==> config.mk <==
export PLATFORM = sky130hd
export DESIGN_NAME = mem_bus_ctrl_flat
export DESIGN_NICKNAME = d
export VERILOG_FILES = /design/src/rtl/mem_bus_pkg.sv /design/src/rtl/mem_bus_ctrl_if.sv /design/src/rtl/mem_lane_align.sv /design/src/rtl/mem_bus_ctrl.sv /design/src/flat_wrapper.sv
export SDC_FILE = /design/constraint.sdc
export NUM_CORES = 1
export LEC_CHECK = 0
export ABC_CLOCK_PERIOD_IN_PS = 2310
export CAP_MARGIN = 10
export CORE_ASPECT_RATIO = 2
export CORE_MARGIN = 2
export CORE_UTILIZATION = 52
export DETAILED_ROUTE_END_ITERATION = 8
export HOLD_SLACK_MARGIN = 0.06
export PLACE_DENSITY = 0.9
export SLEW_MARGIN = 20
export SYNTH_ARGS = -nofsm -noshare
export SYNTH_HDL_FRONTEND = slang
export SYNTH_HIERARCHICAL = 1
export SYNTH_SLANG_ARGS = --single-unit
==> constraint.sdc <==
create_clock -name clk -period 2.31 [get_ports clk]
set_input_delay 0.3465 -clock clk [delete_from_list [all_inputs] [get_ports clk]]
set_output_delay 0.3465 -clock clk [all_outputs]
set_load 0.01 [all_outputs]
==> src/rtl/mem_bus_pkg.sv <==
// mem_bus_pkg: shared encodings for the load/store bus controller.
// Size codes, FSM states, error codes and the alignment check.
package mem_bus_pkg;

    localparam logic [1:0] SZ_B = 2'b00;
    localparam logic [1:0] SZ_H = 2'b01;
    localparam logic [1:0] SZ_W = 2'b10;
    localparam logic [1:0] SZ_D = 2'b11;

    localparam logic [1:0] ERR_NONE     = 2'b00;
    localparam logic [1:0] ERR_MISALIGN = 2'b01;
    localparam logic [1:0] ERR_TIMEOUT  = 2'b10;

    typedef enum logic [1:0] {
        ST_IDLE = 2'b00,
        ST_BUSY = 2'b01,
        ST_RESP = 2'b10
    } state_t;

    // A double access on a 32-bit datapath has no legal
    // alignment, so it is folded into the misaligned trap.
    function automatic logic misaligned(
        input logic [1:0] sz,
        input logic [2:0] a,
        input int         xlen
    );
        logic bad;
        bad = 1'b0;
        case (sz)
            SZ_B:    bad = 1'b0;
            SZ_H:    bad = a[0];
            SZ_W:    bad = |a[1:0];
            default: bad = (xlen != 64) || (|a);
        endcase
        return bad;
    endfunction

endpackage

==> src/rtl/mem_bus_ctrl_if.sv <==
// mem_bus_ctrl_if: pipeline request/response and external bus signals.
// master = pipeline + memory side, slave = the controller.
interface mem_bus_ctrl_if #(
    parameter int XLEN   = 32,
    parameter int ADDR_W = 32
);
    logic              req_valid;
    logic              req_write;
    logic [1:0]        req_size;
    logic              req_signed;
    logic [ADDR_W-1:0] req_addr;
    logic [XLEN-1:0]   req_wdata;
    logic              stall;
    logic              resp_valid;
    logic [XLEN-1:0]   resp_rdata;
    logic              resp_err;
    logic [1:0]        resp_err_code;
    logic              mreq;
    logic              write;
    logic [1:0]        size;
    logic [ADDR_W-1:0] dad;
    logic [XLEN-1:0]   ddt_out;
    logic              ddt_oe;
    logic [XLEN-1:0]   ddt_in;
    logic              ackd_n;

    modport master (
        output req_valid, req_write, req_size, req_signed,
        output req_addr, req_wdata, ddt_in, ackd_n,
        input  stall, resp_valid, resp_rdata, resp_err,
        input  resp_err_code, mreq, write, size, dad,
        input  ddt_out, ddt_oe
    );

    modport slave (
        input  req_valid, req_write, req_size, req_signed,
        input  req_addr, req_wdata, ddt_in, ackd_n,
        output stall, resp_valid, resp_rdata, resp_err,
        output resp_err_code, mreq, write, size, dad,
        output ddt_out, ddt_oe
    );
endinterface

==> src/rtl/mem_lane_align.sv <==
// mem_lane_align: little-endian byte-lane placement (combinational).
// i_load=0 replicates store data; i_load=1 extracts and extends.
module mem_lane_align
    import mem_bus_pkg::*;
#(
    parameter int XLEN = 32
) (
    input  logic                      i_load,
    input  logic [1:0]                i_size,
    input  logic [$clog2(XLEN/8)-1:0] i_lane,
    input  logic                      i_signed,
    input  logic [XLEN-1:0]           i_data,
    output logic [XLEN-1:0]           o_data
);
    localparam logic [XLEN-1:0] M_B = XLEN'(8'hFF);
    localparam logic [XLEN-1:0] M_H = XLEN'(16'hFFFF);
    localparam logic [XLEN-1:0] M_W = XLEN'(32'hFFFF_FFFF);

    logic [XLEN-1:0] w_shift;
    logic [XLEN-1:0] w_mask;
    logic [XLEN-1:0] w_rep;
    logic [XLEN-1:0] w_ext;
    logic            w_sbit;

    assign w_shift = i_data >> {i_lane, 3'b000};

    always_comb begin
        w_rep  = i_data;
        w_mask = '1;
        w_sbit = 1'b0;
        case (i_size)
            SZ_B: begin
                w_rep  = {(XLEN/8){i_data[7:0]}};
                w_mask = M_B;
                w_sbit = w_shift[7];
            end
            SZ_H: begin
                w_rep  = {(XLEN/16){i_data[15:0]}};
                w_mask = M_H;
                w_sbit = w_shift[15];
            end
            SZ_W: begin
                w_rep  = {(XLEN/32){i_data[31:0]}};
                w_mask = M_W;
                w_sbit = w_shift[31];
            end
            default: ;
        endcase
        // Bits above the datum are filled with the sign bit
        // or zero; a full-width access has an all-ones mask.
        w_ext = (w_shift & w_mask)
              | ((i_signed && w_sbit) ? ~w_mask : '0);
        o_data = i_load ? w_ext : w_rep;
    end
endmodule

==> src/rtl/mem_bus_ctrl.sv <==
// mem_bus_ctrl: load/store bus controller with wait states and traps.
// Ports: clk, rst (sync, active high), bus (mem_bus_ctrl_if.slave).
// Optional: MEM_BUS_TIMEOUT_EN adds a BUSY timeout (code 10).
module mem_bus_ctrl
    import mem_bus_pkg::*;
#(
    parameter int XLEN           = 32,
    parameter int ADDR_W         = 32,
    parameter int TIMEOUT_CYCLES = 255
) (
    input logic           clk,
    input logic           rst,
    mem_bus_ctrl_if.slave bus
);
    localparam int LANE_W = $clog2(XLEN/8);

    if (!(XLEN == 32 || XLEN == 64) || TIMEOUT_CYCLES < 1)
    begin : g_bad_param
        $error("mem_bus_ctrl: illegal XLEN or TIMEOUT_CYCLES");
    end

    state_t            r_state;
    state_t            w_next;
    logic [ADDR_W-1:0] r_addr;
    logic [1:0]        r_size;
    logic              r_write;
    logic              r_signed;
    logic [XLEN-1:0]   r_wdata;
    logic [XLEN-1:0]   r_rdata;
    logic              r_err;
    logic [1:0]        r_code;
    logic              w_misalign;
    logic              w_ack;
    logic              w_expire;
    logic [XLEN-1:0]   w_st_lane;
    logic [XLEN-1:0]   w_ld_ext;

    assign w_misalign = misaligned(bus.req_size,
                                   bus.req_addr[2:0], XLEN);
    assign w_ack = (r_state == ST_BUSY) && !bus.ackd_n;

`ifdef MEM_BUS_TIMEOUT_EN
    localparam int CNT_W = $clog2(TIMEOUT_CYCLES + 1);
    logic [CNT_W-1:0] r_cnt;

    // Held at zero outside BUSY, so it restarts on each entry.
    always_ff @(posedge clk) begin
        if (rst || r_state != ST_BUSY) r_cnt <= '0;
        else                           r_cnt <= r_cnt + 1'b1;
    end

    assign w_expire = (r_state == ST_BUSY)
                   && (r_cnt == CNT_W'(TIMEOUT_CYCLES - 1));
`else
    assign w_expire = 1'b0;
`endif

    mem_lane_align #(.XLEN(XLEN)) u_wr_align (
        .i_load   (1'b0),
        .i_size   (bus.req_size),
        .i_lane   (bus.req_addr[LANE_W-1:0]),
        .i_signed (1'b0),
        .i_data   (bus.req_wdata),
        .o_data   (w_st_lane)
    );

    mem_lane_align #(.XLEN(XLEN)) u_rd_align (
        .i_load   (1'b1),
        .i_size   (r_size),
        .i_lane   (r_addr[LANE_W-1:0]),
        .i_signed (r_signed),
        .i_data   (bus.ddt_in),
        .o_data   (w_ld_ext)
    );

    always_ff @(posedge clk) begin
        if (rst) r_state <= ST_IDLE;
        else     r_state <= w_next;
    end

    always_comb begin
        w_next = r_state;
        unique case (r_state)
            ST_IDLE: begin
                if (bus.req_valid)
                    w_next = w_misalign ? ST_RESP : ST_BUSY;
            end
            // An acknowledge coinciding with expiry still
            // completes normally; the datapath checks w_ack first.
            ST_BUSY: if (w_ack || w_expire) w_next = ST_RESP;
            ST_RESP: w_next = ST_IDLE;
            default: w_next = ST_IDLE;
        endcase
    end

    always_ff @(posedge clk) begin
        if (rst) begin
            r_addr   <= '0;
            r_size   <= '0;
            r_write  <= 1'b0;
            r_signed <= 1'b0;
            r_wdata  <= '0;
            r_rdata  <= '0;
            r_err    <= 1'b0;
            r_code   <= ERR_NONE;
        end else begin
            unique case (r_state)
                ST_IDLE: begin
                    if (bus.req_valid) begin
                        r_rdata <= '0;
                        if (w_misalign) begin
                            r_err  <= 1'b1;
                            r_code <= ERR_MISALIGN;
                        end else begin
                            r_err    <= 1'b0;
                            r_code   <= ERR_NONE;
                            r_addr   <= bus.req_addr;
                            r_size   <= bus.req_size;
                            r_write  <= bus.req_write;
                            r_signed <= bus.req_signed;
                            r_wdata  <= w_st_lane;
                        end
                    end
                end
                ST_BUSY: begin
                    if (w_ack) begin
                        if (!r_write) r_rdata <= w_ld_ext;
                    end else if (w_expire) begin
                        r_err  <= 1'b1;
                        r_code <= ERR_TIMEOUT;
                    end
                end
                default: ;
            endcase
        end
    end

    assign bus.stall = bus.req_valid && (r_state != ST_RESP);
    assign bus.mreq  = (r_state == ST_BUSY);
    assign bus.write  = bus.mreq && r_write;
    assign bus.ddt_oe = bus.mreq && r_write;
    assign bus.size    = r_size;
    assign bus.dad     = r_addr;
    assign bus.ddt_out = r_wdata;
    assign bus.resp_valid    = (r_state == ST_RESP);
    assign bus.resp_rdata    = r_rdata;
    assign bus.resp_err      = r_err;
    assign bus.resp_err_code = r_code;
endmodule

==> src/flat_wrapper.sv <==
// flat-port wrapper written by rule: the top's interface ports become plain ports
module mem_bus_ctrl_flat import mem_bus_pkg::*;
#(
    parameter int XLEN           = 32,
    parameter int ADDR_W         = 32,
    parameter int TIMEOUT_CYCLES = 255
)
  (clk, rst, bus_req_valid, bus_req_write, bus_req_size, bus_req_signed, bus_req_addr, bus_req_wdata, bus_ddt_in, bus_ackd_n, bus_stall, bus_resp_valid, bus_resp_rdata, bus_resp_err, bus_resp_err_code, bus_mreq, bus_write, bus_size, bus_dad, bus_ddt_out, bus_ddt_oe);
  mem_bus_ctrl_if #(.XLEN(XLEN), .ADDR_W(ADDR_W)) bus_i ();
  input logic clk;
  input logic rst;
  input wire logic [$bits(bus_i.req_valid)-1:0] bus_req_valid;
  input wire logic [$bits(bus_i.req_write)-1:0] bus_req_write;
  input wire logic [$bits(bus_i.req_size)-1:0] bus_req_size;
  input wire logic [$bits(bus_i.req_signed)-1:0] bus_req_signed;
  input wire logic [$bits(bus_i.req_addr)-1:0] bus_req_addr;
  input wire logic [$bits(bus_i.req_wdata)-1:0] bus_req_wdata;
  input wire logic [$bits(bus_i.ddt_in)-1:0] bus_ddt_in;
  input wire logic [$bits(bus_i.ackd_n)-1:0] bus_ackd_n;
  output wire logic [$bits(bus_i.stall)-1:0] bus_stall;
  output wire logic [$bits(bus_i.resp_valid)-1:0] bus_resp_valid;
  output wire logic [$bits(bus_i.resp_rdata)-1:0] bus_resp_rdata;
  output wire logic [$bits(bus_i.resp_err)-1:0] bus_resp_err;
  output wire logic [$bits(bus_i.resp_err_code)-1:0] bus_resp_err_code;
  output wire logic [$bits(bus_i.mreq)-1:0] bus_mreq;
  output wire logic [$bits(bus_i.write)-1:0] bus_write;
  output wire logic [$bits(bus_i.size)-1:0] bus_size;
  output wire logic [$bits(bus_i.dad)-1:0] bus_dad;
  output wire logic [$bits(bus_i.ddt_out)-1:0] bus_ddt_out;
  output wire logic [$bits(bus_i.ddt_oe)-1:0] bus_ddt_oe;
  assign bus_i.req_valid = bus_req_valid;
  assign bus_i.req_write = bus_req_write;
  assign bus_i.req_size = bus_req_size;
  assign bus_i.req_signed = bus_req_signed;
  assign bus_i.req_addr = bus_req_addr;
  assign bus_i.req_wdata = bus_req_wdata;
  assign bus_i.ddt_in = bus_ddt_in;
  assign bus_i.ackd_n = bus_ackd_n;
  assign bus_stall = bus_i.stall;
  assign bus_resp_valid = bus_i.resp_valid;
  assign bus_resp_rdata = bus_i.resp_rdata;
  assign bus_resp_err = bus_i.resp_err;
  assign bus_resp_err_code = bus_i.resp_err_code;
  assign bus_mreq = bus_i.mreq;
  assign bus_write = bus_i.write;
  assign bus_size = bus_i.size;
  assign bus_dad = bus_i.dad;
  assign bus_ddt_out = bus_i.ddt_out;
  assign bus_ddt_oe = bus_i.ddt_oe;
  mem_bus_ctrl #(.XLEN(XLEN), .ADDR_W(ADDR_W), .TIMEOUT_CYCLES(TIMEOUT_CYCLES)) u_core (.clk(clk), .rst(rst), .bus(bus_i));
endmodule
Yosys cells after proc, flatten, opt, wreduce, memory -nomap -nowiden
Index checks and enable logic that the tools add are counted.

Bits in registers: 105. Input port bits: 104. Output and inout port bits: 106.

Equality and inequality tests: 10. Shifts and indexed selects: 1. Multiplexer cells: 15. Bitwise gates (word level): 4. Reductions and logical operators: 14.

Operator list (number): 32-bit one-hot mux with 2 select lines (3); 32-bit two-way mux (4); 32-bit AND (1); 32-bit NOT (1); 32-bit bitwise OR (1); 32-bit by 5-bit right shift with 32-bit output (1); 2-bit != test, second input constant (4); 2-bit by 1-bit == test with 1-bit output, second input constant (3); 2-bit == test, second input constant (3); 2-bit logical NOT (3); 2-bit two-way mux (3); 1-bit one-hot mux with 3 select lines (2); 1-bit logical AND (4); 2-bit one-hot mux with 2 select lines (1); 2-bit AND reduction (2); 4-bit AND reduction (1); 3-bit AND reduction (1); 1-bit two-way mux (2); 2-bit nonzero test (1); 2-bit OR reduction (1); 1-bit logical NOT (1); 1-bit NOT (1).

Depth between registers and ports, before layout
Gate-level depths: netlist (run 1).

Depth in word-level cells: 8. Depth in mapped cells: 8. Gate-level depth less buffers: 6.

Modules after synthesis
Netlist (run 1), hierarchy kept.

By module, submodules not included: mem_bus_ctrl (times used 1, cells each 463, area each 4586.9 um^2, sequential area each 2062.0 um^2); mem_lane_align (times used 2, cells each 170, area each 1208.7 um^2, sequential area each 0.0 um^2).

Worst setup path after synthesis (run 1)
No wires, ideal clock.

Kind: input-to-reg. Start: input port bus_req_addr[0]. End: register u_core.r_wdata[22] (netlist: u_core/bus.ddt_out[22]). Data arrival time: 1.446 ns. Required time: 2.238 ns. Slack: 0.792 ns. Cell stages on the path: 6. Path buffers: 3. Cell sequence: or3_4 -> a21boi_2 -> buf_4 -> buf_8 -> buf_8 -> mux2i_1.

Cells in the longest elaborated chain, start to end: 4.

RTL lines: start, declared (RTL line flat_wrapper.sv:16) `input wire logic [$bits(bus_i.req_addr)-1:0] bus_req_addr;`; 2-bit OR reduction (RTL line mem_bus_pkg.sv:32) `SZ_W: bad = |a[1:0];`; 1-bit one-hot mux with 3 select lines * (RTL line mem_bus_pkg.sv:29) `case (sz)`; 1-bit NOT (no line) *; 3-bit AND reduction (no line) *; end signal, assigned (RTL line mem_bus_ctrl.sv:121) `r_wdata <= w_st_lane;`; end, declared (RTL line mem_bus_ctrl.sv:28) `logic [XLEN-1:0] r_wdata;`.

Mark *: on every way between the ends. The rest lies on a longest branch, timed or not. A chain may end at the register's enable or synchronous reset.

Worst setup path after layout (run 1)
Start: register u_core.r_addr[1] (netlist: u_core/bus.dad[1]). End: output port bus_dad[1].

RTL lines: start, declared (RTL line mem_bus_ctrl.sv:24) `logic [ADDR_W-1:0] r_addr;`; start signal, assigned (RTL line mem_bus_ctrl.sv:117) `r_addr <= bus.req_addr;`; end, declared (RTL line flat_wrapper.sv:28) `output wire logic [$bits(bus_i.dad)-1:0] bus_dad;`.

No word-level cell between the ends.

==> results.ini, run 1 <==
[run_status]
outcome = completed

[route]
drt_pass1_iterations = 5
drt_iter0_drc = 431
wirelength_mm = 20.4
wl_per_cell_um = 17.8
vias_per_cell = 5.80
ant_nets = 0
vias = 6643
drc = 0

[timing]
rsz0062_at_grt = no
slew_violations = 0
setup_viol = 0
setup_tns_ns = 0
slew_headroom = 0.523
worst_pin_slew_ns = 0.713
fmax_ghz = 0.462
fin_crit_sh = 0.937
hold_viol_final = 0
period_minus_slack_ns = 2.16
fin_ws_ns = 0.146
clock_skew_ns = 0.00833

[placed_design]
dpl-instance-area_mm2 = 0.00921
io_buffers = 208
place.gp.congestion = 0.918
place_ws_ns = 0.221
dp_hpwl_mm = 14.5

[worst_setup_path]
cpMaxStageDelayCell = clkdlybuf4s50_1
cp-start-kind = register
cp.arrival_ns = 1.82
crit_chain = buf_4, clkdlybuf4s50_1
critPathMaxFanout = 28
path_class = reg2out
cp_slowest_stage_delay_ns = 0.61
end_kind = output port
cp_data_required_time_ns = 1.96

[min_path]
hold_path_class = reg2reg

[clock_tree]
numClockSinks = 103
clk_pin_slew_ns = 0.07
postCtsSetupRepairBufs = 0
clockBufferDepth = 2
clkLatencyLatePin_ns = 0.35
cts-root-buf = clkbuf_16
htree_levels = 3
cts_buffers = 9
ctsHoldBuffers = 0
cts_resized = 0
cts_tree = built

[synthesis]
synth_area_leader_cell = dfxtp_1
yosysWarnings = 6
synthDistinctLibCells = 44
synth_async_sr_flop_share = 0
synth_most_common_cell = nand2b_1
netlist_top_cells_count = 169 x nand2b_1, 164 x mux2i_1, 103 x dfxtp_1
synth_top_area_frac = 0.294
netlist_instances = 803
synth.cell_area_mm2 = 0.00700
synth-edff-count = 0
ys_seq_area_frac = 0.294
ys_ff_latch = 103
synthFlopType = dfxtp_1
synth_area_leaders = dfxtp_1 29%, mux2i_1 23%, nand2b_1 15%
syn_area_per_cell_um2 = 8.72

[cells_and_area]
diodes = 0
drive_gt1_frac = 0.0838
area_growth_pct = 35.9
fin_util = 0.716
fillCellCount = 1013
fin_nets = 1089
final_area_mm2 = 0.00952

[pwr]
leakage_nw = 3.52
p_sw_mw = 1.40
netSwitchingFraction = 0.292
pwr-share-comb = 0.265
power_frac_clock = 0.336
powerDensity_mw_per_mm2 = 502
power.internal_mw = 3.38
ir_drop_mv = 0.440
seq_power_share = 0.399

[grt]
grt_usage = 0.276
grt_pass1_vias = 6630
grt_pass1_wl_mm = 32.6
grt_overflow = 0
grt_max_degree = 172
antenna_found_initial = 0

[die]
fp.dieH_um = 168
initial_core_util = 0.527
ioPinCount = 210
rows = 60
die-area_mm2 = 0.0145
die_x_um = 86.1
core_mm2 = 0.0133

[run]
maxCapViolations = 0

==> metal layers <==
layer	global-route usage	vias to the layer above	share of wire
met5	0	-	0
met4	0.108	0	0.025
met3	0.0809	50	0.11
met2	0.446	370	0.47
met1	0.341	3047	0.40
li1	-	3176	-
==> layout by cell type, fill, tap and decap left out, types with 6 or more instances in the layout <==
| cell type | n |
|---|---|
| a22oi_1 | 12 |
| o21ai_0 | 18 |
| a32oi_1 | 13 |
| nand2b_1 | 169 |
| mux2i_1 | 164 |
| clkdlybuf4s50_1 | 207 |
| buf_12 | 6 |
| clkbuf_16 | 9 |
| mux2_2 | 16 |
| a21oi_1 | 7 |
| o221ai_1 | 12 |
| nand3_1 | 23 |
| inv_1 | 20 |
| nor2_1 | 7 |
| nand2_1 | 78 |
| dfxtp_1 | 103 |
| o211ai_1 | 44 |
| buf_4 | 22 |
==> final cells by class <==
cell class / instances / area, µm² / share of cell area
sequential: 103 / 2060 / 0.217
clock inverter: 7 / 83.8 / 0.00881
clock buffer: 9 / 225 / 0.0237
tap: 155 / 194 / 0.0204
multi-input combinational: 612 / 4510 / 0.473
inverter: 24 / 90.1 / 0.00946
timing repair buffer: 235 / 2360 / 0.248
==> registers in the layout, summed over array words and instances (netlist names) <==
signal	count
u_core/bus.dad	32
u_core/bus.ddt_out	32
u_core/bus.resp_err_code	1
u_core/bus.resp_rdata	32
u_core/bus.size	2
u_core/r_signed	1
u_core/r_state	2
u_core/r_write	1
==> path summary, 6_finish.rpt <==
| path | slack (ns) | end | cells after the start | startpoint |
|---|---|---|---|---|
| setup reg to reg | 0.38 | u_core/bus.resp_rdata[24]$_SDFFE_PP0P_ | 7 | u_core/bus.size[0]$_SDFFE_PP0P_ |
| hold / removal | 0.47 | u_core/bus.dad[2]$_SDFFE_PP0P_ | 2 | u_core/bus.dad[2]$_SDFFE_PP0P_ |
| hold reg to reg | 0.47 | u_core/bus.dad[2]$_SDFFE_PP0P_ | 2 | u_core/bus.dad[2]$_SDFFE_PP0P_ |
| setup / recovery | 0.15 | bus_dad[1] | 2 | u_core/bus.dad[1]$_SDFFE_PP0P_ |
==> power groups by stage <==
stage / Combinational, mW / Clock (mW) / Sequential, mW
2_1_floorplan: 0.683 / 0 / 1.97
4_1_cts: 1.24 / 1.63 / 1.91
3_5_place_dp: 1.23 / 0 / 1.95
5_1_grt: 1.35 / 1.69 / 1.92
6_report: 1.27 / 1.61 / 1.91
3_3_place_gp: 1.21 / 0 / 1.94
==> through the flow <==
step	hold slack [ns]	instances	power, mW
floorplan	0.458	806	2.65
global placement	0.456	1129	3.16
detailed placement	0.461	1129	3.18
CTS	0.477	1145	4.78
global route	0.489	1145	4.96
finish	0.473	1145	4.78
==> cells by family after synthesis <==
group,Yosys count,synth area share
compound gates,126,0.135
xor+xnor,2,0.00250
buf+inv,91,0.0673
flops,103,0.294
mux,180,0.260
other cells,2,0.00107
simple gates,299,0.240
==> worst max-delay path: cells and delay by family (launching register included) <==
family,cells,cell delay (ns)
buffers and inverters,2,1.00
DFF,1,0.46
Note: power is estimated with default switching activity, not from simulation.
==> run 2: changes to the inputs <==
--- a/config.mk
+++ b/config.mk
@@ -5,14 +5,14 @@
 export SDC_FILE = /design/constraint.sdc
 export NUM_CORES = 1
 export LEC_CHECK = 0
-export ABC_CLOCK_PERIOD_IN_PS = 2310
+export ABC_CLOCK_PERIOD_IN_PS = 2200
 export CAP_MARGIN = 10
 export CORE_ASPECT_RATIO = 2
 export CORE_MARGIN = 2
-export CORE_UTILIZATION = 52
+export CORE_UTILIZATION = 48
 export DETAILED_ROUTE_END_ITERATION = 8
 export HOLD_SLACK_MARGIN = 0.06
-export PLACE_DENSITY = 0.9
+export PLACE_DENSITY = 0.84
 export SLEW_MARGIN = 20
 export SYNTH_ARGS = -nofsm -noshare
 export SYNTH_HDL_FRONTEND = slang
==> constraint.sdc (replaced) <==
create_clock -name clk -period 2.2 [get_ports clk]
set_input_delay 0.44 -clock clk [delete_from_list [all_inputs] [get_ports clk]]
set_output_delay 0.44 -clock clk [all_outputs]
set_load 0.01 [all_outputs]
==> results.ini, run 2 (same netlist as run 1, synthesis figures left out) <==
[route]
wl_met3_mm = 1.13  ; -48%
wirelength_mm = 23.2  ; +14%
vias_per_cell = 5.67  ; -2.3%
m1WireLength_mm = 7.97  ; -2.1%
drc = 0  ; unchanged
ant_nets = 0  ; unchanged
vias = 6776  ; +2.0%
top_layer = met4
drt_iter0_drc = 310  ; -28%
drt_pass1_iterations = 5  ; unchanged
wl_per_cell_um = 19.4  ; +9.0%
routed-wl-met2_mm = 12.4  ; +30%

[worst_setup_path]
path_class = reg2out
cp-start-kind = register
rr_startpoint = u_core/bus.dad[0]$_SDFFE_PP0P_
rr_worst_depth = 8  ; +1
cp.buffers_inverters = 2  ; unchanged
crit_family = buffers and inverters
r2r_slack_ns = 0.37  ; about the same
critPathMaxFanout = 7  ; -75%
crit_chain = inv_1, nor2_2, and2_1, clkdlybuf4s50_1
cpMaxStageDelayCell = clkdlybuf4s50_1
cp.arrival_ns = 1.65  ; -0.17 ns
r2r_end = u_core/bus.resp_rdata[16]$_SDFFE_PP0P_
cp_data_required_time_ns = 1.76  ; -0.20 ns
end_kind = output port
cp_slowest_stage_delay_ns = 0.54  ; -0.07 ns

[cells_and_area]
final_area_mm2 = 0.00970  ; +1.9%
multi_input_area_mm2 = 0.00451  ; about the same
area_growth_pct = 38.5
final_cell_mix = 207 x clkdlybuf4s50_1, 169 x nand2b_1, 164 x mux2i_1, 101 x dfxtp_1, 78 x nand2_1
fin_util = 0.676  ; -0.0404
regArea_mm2 = 0.00207  ; +0.24%
drive_gt1_frac = 0.0987  ; +0.0149
fillCellCount = 1209  ; +19%
fin_nets = 1102  ; +1.2%
diodes = 0  ; unchanged
final_common_cell = clkdlybuf4s50_1

[placed_design]
dpl-instance-area_mm2 = 0.00940  ; +2.1%
io_buffers = 208  ; unchanged
place.gp.congestion = 1.01  ; +10%
dp_hpwl_mm = 17.5  ; +20%

[run]
maxCapViolations = 0  ; unchanged

[timing]
hold_viol_final = 0  ; unchanged
slew_headroom = 0.475  ; -0.0477
setup_viol = 0  ; unchanged
setup_tns_ns = 0  ; unchanged
slew_violations = 0  ; unchanged
clock_skew_ns = 0.00546  ; -0.00287 ns
period_minus_slack_ns = 2.09
fin_crit_sh = 0.950
rsz0062_at_grt = no
fmax_ghz = 0.478
hold_ws_ns = 0.472  ; -0.000665 ns
worst_pin_slew_ns = 0.785  ; +0.0718 ns

[die]
ioPinCount = 210  ; unchanged
initial_core_util = 0.488  ; -0.0391
rows = 62  ; +3.3%
core_mm2 = 0.0144  ; +8.0%
fp.dieH_um = 175  ; +4.0%
die-area_mm2 = 0.0156  ; +8.0%
die_x_um = 89.4  ; +3.9%

[min_path]
holdPathStages = 2  ; unchanged
min-delay-start = u_core/bus.ddt_out[10]$_SDFFE_PP0P_
whs_endpoint = u_core/bus.ddt_out[10]$_SDFFE_PP0P_
hold_path_class = reg2reg

[pwr]
ir_drop_mv = 0.379  ; -14%
leakage_nw = 3.60  ; +2.2%
powerDensity_mw_per_mm2 = 516  ; +2.8%

[clock_tree]
numClockSinks = 103  ; unchanged
clkLatencyLatePin_ns = 0.35  ; about the same
cts-root-buf = clkbuf_16
clockBufferDepth = 2  ; unchanged
cts_tree = built
htree_levels = 3  ; unchanged
clk_pin_slew_ns = 0.07  ; about the same
postCtsSetupRepairBufs = 0  ; unchanged
cts_buffers = 9  ; unchanged

[grt]
grt_pass1_wl_mm = 35.4  ; +8.5%
antenna_found_initial = 0  ; unchanged
grt_usage = 0.295  ; +0.0188
grt_max_degree = 79  ; -54%
grt_pass1_vias = 6742  ; +1.7%
grt_overflow = 0  ; unchanged

[run_status]
outcome = completed

[run 2: worst max-delay path by stage]
stage | start | cells after the start | slack (ns) | to
floorplan | bus_req_addr[0] | 6 | 0.59 | u_core/bus.ddt_out[22]$_SDFFE_PP0P_
global placement | bus_req_addr[0] | 6 | 0.09 | u_core/bus.ddt_out[9]$_SDFFE_PP0P_
detailed placement | bus_req_addr[0] | 6 | 0.007 | u_core/bus.ddt_out[27]$_SDFFE_PP0P_
CTS | u_core/r_state[0]$_SDFFE_PP0P_ | 4 | 0.03 | bus_ddt_oe
global route | u_core/r_state[0]$_SDFFE_PP0P_ | 4 | 0.02 | bus_write
finish | u_core/r_state[0]$_SDFFE_PP0P_ | 4 | 0.11 | bus_ddt_oe
[run 2: cell type report]
type | instances | area share
flip-flops and latches | 103 | 0.213
clock buffers | 10 | 0.0246
repair buffers | 248 | 0.258
clock inverters | 6 | 0.00529
multi-input cells | 612 | 0.465
inverters | 24 | 0.00929
well taps | 192 | 0.0248
[run 2: routing by layer]
metal,GRT usage,up-vias
met4,0.203,0
met5,0,-
met3,0.0298,88
li1,-,3203
met2,0.529,334
met1,0.305,3151
[run 2: worst register-to-register path, delay by kind of cell, from the launching register on]
| family | cells | cell delay (ns) |
|---|---|---|
| AOI/OAI and AO/OA | 3 | 0.57 |
| xor gates and xnor gates | 1 | 0.14 |
| buffers and inverters | 2 | 0.50 |
| DFF | 1 | 0.35 |
| muxes | 1 | 0.13 |
| and+or+nand+nor | 1 | 0.09 |
[run 2: power breakdown]
group	leakage (nW)	internal (mW)	switching (mW)
clock	0.145	0.819	0.774
combinational	2.61	0.732	0.680
sequential	0.838	1.94	0.0567
total	3.60	3.49	1.51
[run 2: stage by stage]
stage,power [mW],instances,worst slack (ns)
after floorplan,2.79,806,0.589
after global placement,3.41,1179,0.0914
after detailed placement,3.42,1179,0.00741
after CTS,5.03,1195,0.0288
after global routing,5.23,1195,0.0176
final,5.01,1195,0.110
[run 2: what timing repair did]
item,CTS,global route
resized for setup,1,3
hold buffers,0,0
setup endpoints to repair,2,4
==> run 3: changes to the inputs <==
--- a/config.mk
+++ b/config.mk
@@ -9,10 +9,12 @@
 export CAP_MARGIN = 10
 export CORE_ASPECT_RATIO = 2
 export CORE_MARGIN = 2
-export CORE_UTILIZATION = 48
+export CORE_UTILIZATION = 30
 export DETAILED_ROUTE_END_ITERATION = 8
+export DONT_BUFFER_PORTS = 1
 export HOLD_SLACK_MARGIN = 0.06
-export PLACE_DENSITY = 0.84
+export PLACE_DENSITY = 0.47
+export SETUP_SLACK_MARGIN = 0.5
 export SLEW_MARGIN = 20
 export SYNTH_ARGS = -nofsm -noshare
 export SYNTH_HDL_FRONTEND = slang
==> results.ini, run 3 (same netlist as run 1, synthesis figures left out) <==
[clock_tree]
cts_tree = built
htree_levels = 3  ; unchanged
numClockSinks = 103  ; unchanged
cts_buffers = 9  ; unchanged
clk_pin_slew_ns = 0.08  ; about the same
clkLatencyLatePin_ns = 0.37  ; +0.02 ns
cts-root-buf = clkbuf_16
clockBufferDepth = 2  ; unchanged
ctsHoldBuffers = 0  ; unchanged

[die]
die_x_um = 112  ; +25%
fp.dieH_um = 220  ; +26%
core_mm2 = 0.0231  ; +61%
ioPinCount = 210  ; unchanged
initial_core_util = 0.303  ; -0.185
die-area_mm2 = 0.0247  ; +58%
rows = 79  ; +27%

[timing]
setup_tns_ns = 0  ; unchanged
worst_pin_slew_ns = 0.897  ; +0.112 ns
slew_headroom = 0.400  ; -0.0749
clock_skew_ns = 0.00749  ; +0.00203 ns
hold_viol_final = 0  ; unchanged
fmax_ghz = 0.602  ; +26%
period_minus_slack_ns = 1.66  ; -0.429 ns
rsz0062_at_grt = yes
setup_viol = 0  ; unchanged
fin_crit_sh = 0.755  ; -0.195
slew_violations = 0  ; unchanged

[pwr]
ir_drop_mv = 0.331  ; -13%
seq_power_share = 0.453  ; +0.053
p_sw_mw = 1.36  ; -10%
power.internal_mw = 3.18  ; -9.1%
leakage_nw = 2.78  ; -23%
pwr-share-comb = 0.191  ; -0.091
netSwitchingFraction = 0.300  ; -0.00227
powerDensity_mw_per_mm2 = 591  ; +15%
power_frac_clock = 0.356  ; +0.038

[route]
drt_iter0_drc = 259  ; -16%
wl_per_cell_um = 22.4  ; +15%
drc = 0  ; unchanged
wirelength_mm = 23.9  ; +2.9%
vias_per_cell = 5.39  ; -5.0%
vias = 5754  ; -15%
drt_pass1_iterations = 4  ; -1
ant_nets = 0  ; unchanged

[worst_setup_path]
cp.arrival_ns = 1.22  ; -0.43 ns
cp_data_required_time_ns = 1.76  ; about the same
path_class = reg2out
cpMaxStageDelayCell = dfxtp_2
crit_chain = nor2b_2, nor2b_1
critPathMaxFanout = 7  ; unchanged
end_kind = output port
cp-start-kind = register
cp_slowest_stage_delay_ns = 0.44  ; -0.10 ns

[grt]
grt_max_degree = 173  ; +120%
grt_usage = 0.188  ; -0.106
antenna_found_initial = 1  ; +1
grt_pass1_wl_mm = 35.3  ; -0.16%
grt_overflow = 0  ; unchanged
grt_pass1_vias = 5907  ; -12%

[cells_and_area]
drive_gt1_frac = 0.122  ; +0.0237
area_growth_pct = 9.59
stdcell_count = 1068  ; -11%
fillCellCount = 2498  ; +110%
final_common_cell = nand2b_1
final_cell_mix = 169 x nand2b_1, 163 x mux2i_1, 98 x dfxtp_1, 78 x nand2_1, 44 x o211ai_1
fin_nets = 884  ; -20%

[placed_design]
place.gp.congestion = 0.866  ; -14%
dp_hpwl_mm = 17.1  ; -2.2%
io_buffers = 0  ; -100%
dp.cells = 1044  ; -11%

[run_status]
outcome = completed

[min_path]
hold_path_class = in2reg

[run]
maxCapViolations = 0  ; unchanged

[run 3: final cells by class]
cell class / instances / area (µm²) / area share
antenna: 1 / 2.50 / 0.000326
clock buffer: 10 / 239 / 0.0311
clock inverter: 5 / 42.5 / 0.00554
inverter: 24 / 90.1 / 0.0117
multi-input combinational: 612 / 4560 / 0.594
sequential: 103 / 2070 / 0.270
tap: 283 / 354 / 0.0461
timing repair buffer: 30 / 317 / 0.0412
[run 3: timing repair]
item	4_1_cts	5_1_grt
endpoints found under the setup margin	46	71
setup buffers	1	5
pin swaps	1	2
gates cloned	0	2
hold endpoints to repair	0	0
resized for setup	12	13
[run 3: path summary, 6_finish.rpt]
kind / startpoint / to / slack (ns) / cells past startpoint
worst max register to register: u_core/bus.dad[1]$_SDFFE_PP0P_ / u_core/bus.resp_rdata[17]$_SDFFE_PP0P_ / 0.61 / 7
worst min register to register: u_core/r_signed$_SDFFE_PP0P_ / u_core/r_signed$_SDFFE_PP0P_ / 0.51 / 2
worst max-delay path: u_core/r_state[1]$_SDFFE_PP0P_ / bus_stall / 0.54 / 2
worst min-delay path: bus_req_addr[13] / u_core/bus.dad[13]$_SDFFE_PP0P_ / 0.22 / 2
[run 3: critical path, delay by kind of cell, from the launching register on]
kind | cells | cell delay (ns)
flip-flops | 1 | 0.44
AND/OR/NAND/NOR | 2 | 0.41
[run 3: metrics by stage]
step / util / total power [mW] / area (µm²) / setup slack [ns] / hold slack [ns]
after global routing: 0.332 / 4.76 / 7680 / 0.470 / 0.186
final: 0.332 / 4.54 / 7680 / 0.539 / 0.221
after detailed placement: 0.312 / 2.90 / 7220 / 0.364 / 0.501
after global placement: 0.312 / 2.90 / 7220 / 0.400 / 0.495
after CTS: 0.326 / 4.59 / 7550 / 0.480 / 0.152
after floorplan: - / 2.79 / 7020 / 0.589 / 0.458
[run 3: metal layers]
layer | up-vias | global-route usage | share of wire
met5 | - | 0 | 0
met4 | 0 | 0.117 | 0.058
met3 | 60 | 0.0531 | 0.065
met2 | 201 | 0.366 | 0.56
met1 | 2730 | 0.168 | 0.32
li1 | 2763 | - | -
[run 3: power by group through the flow]
stage	clock network, mW	registers [mW]	logic, mW
floorplan	0	2.07	0.717
global placement	0	2.10	0.799
finish	1.62	2.05	0.865
CTS	1.71	2.06	0.812
global route	1.76	2.07	0.938
detailed placement	0	2.10	0.802
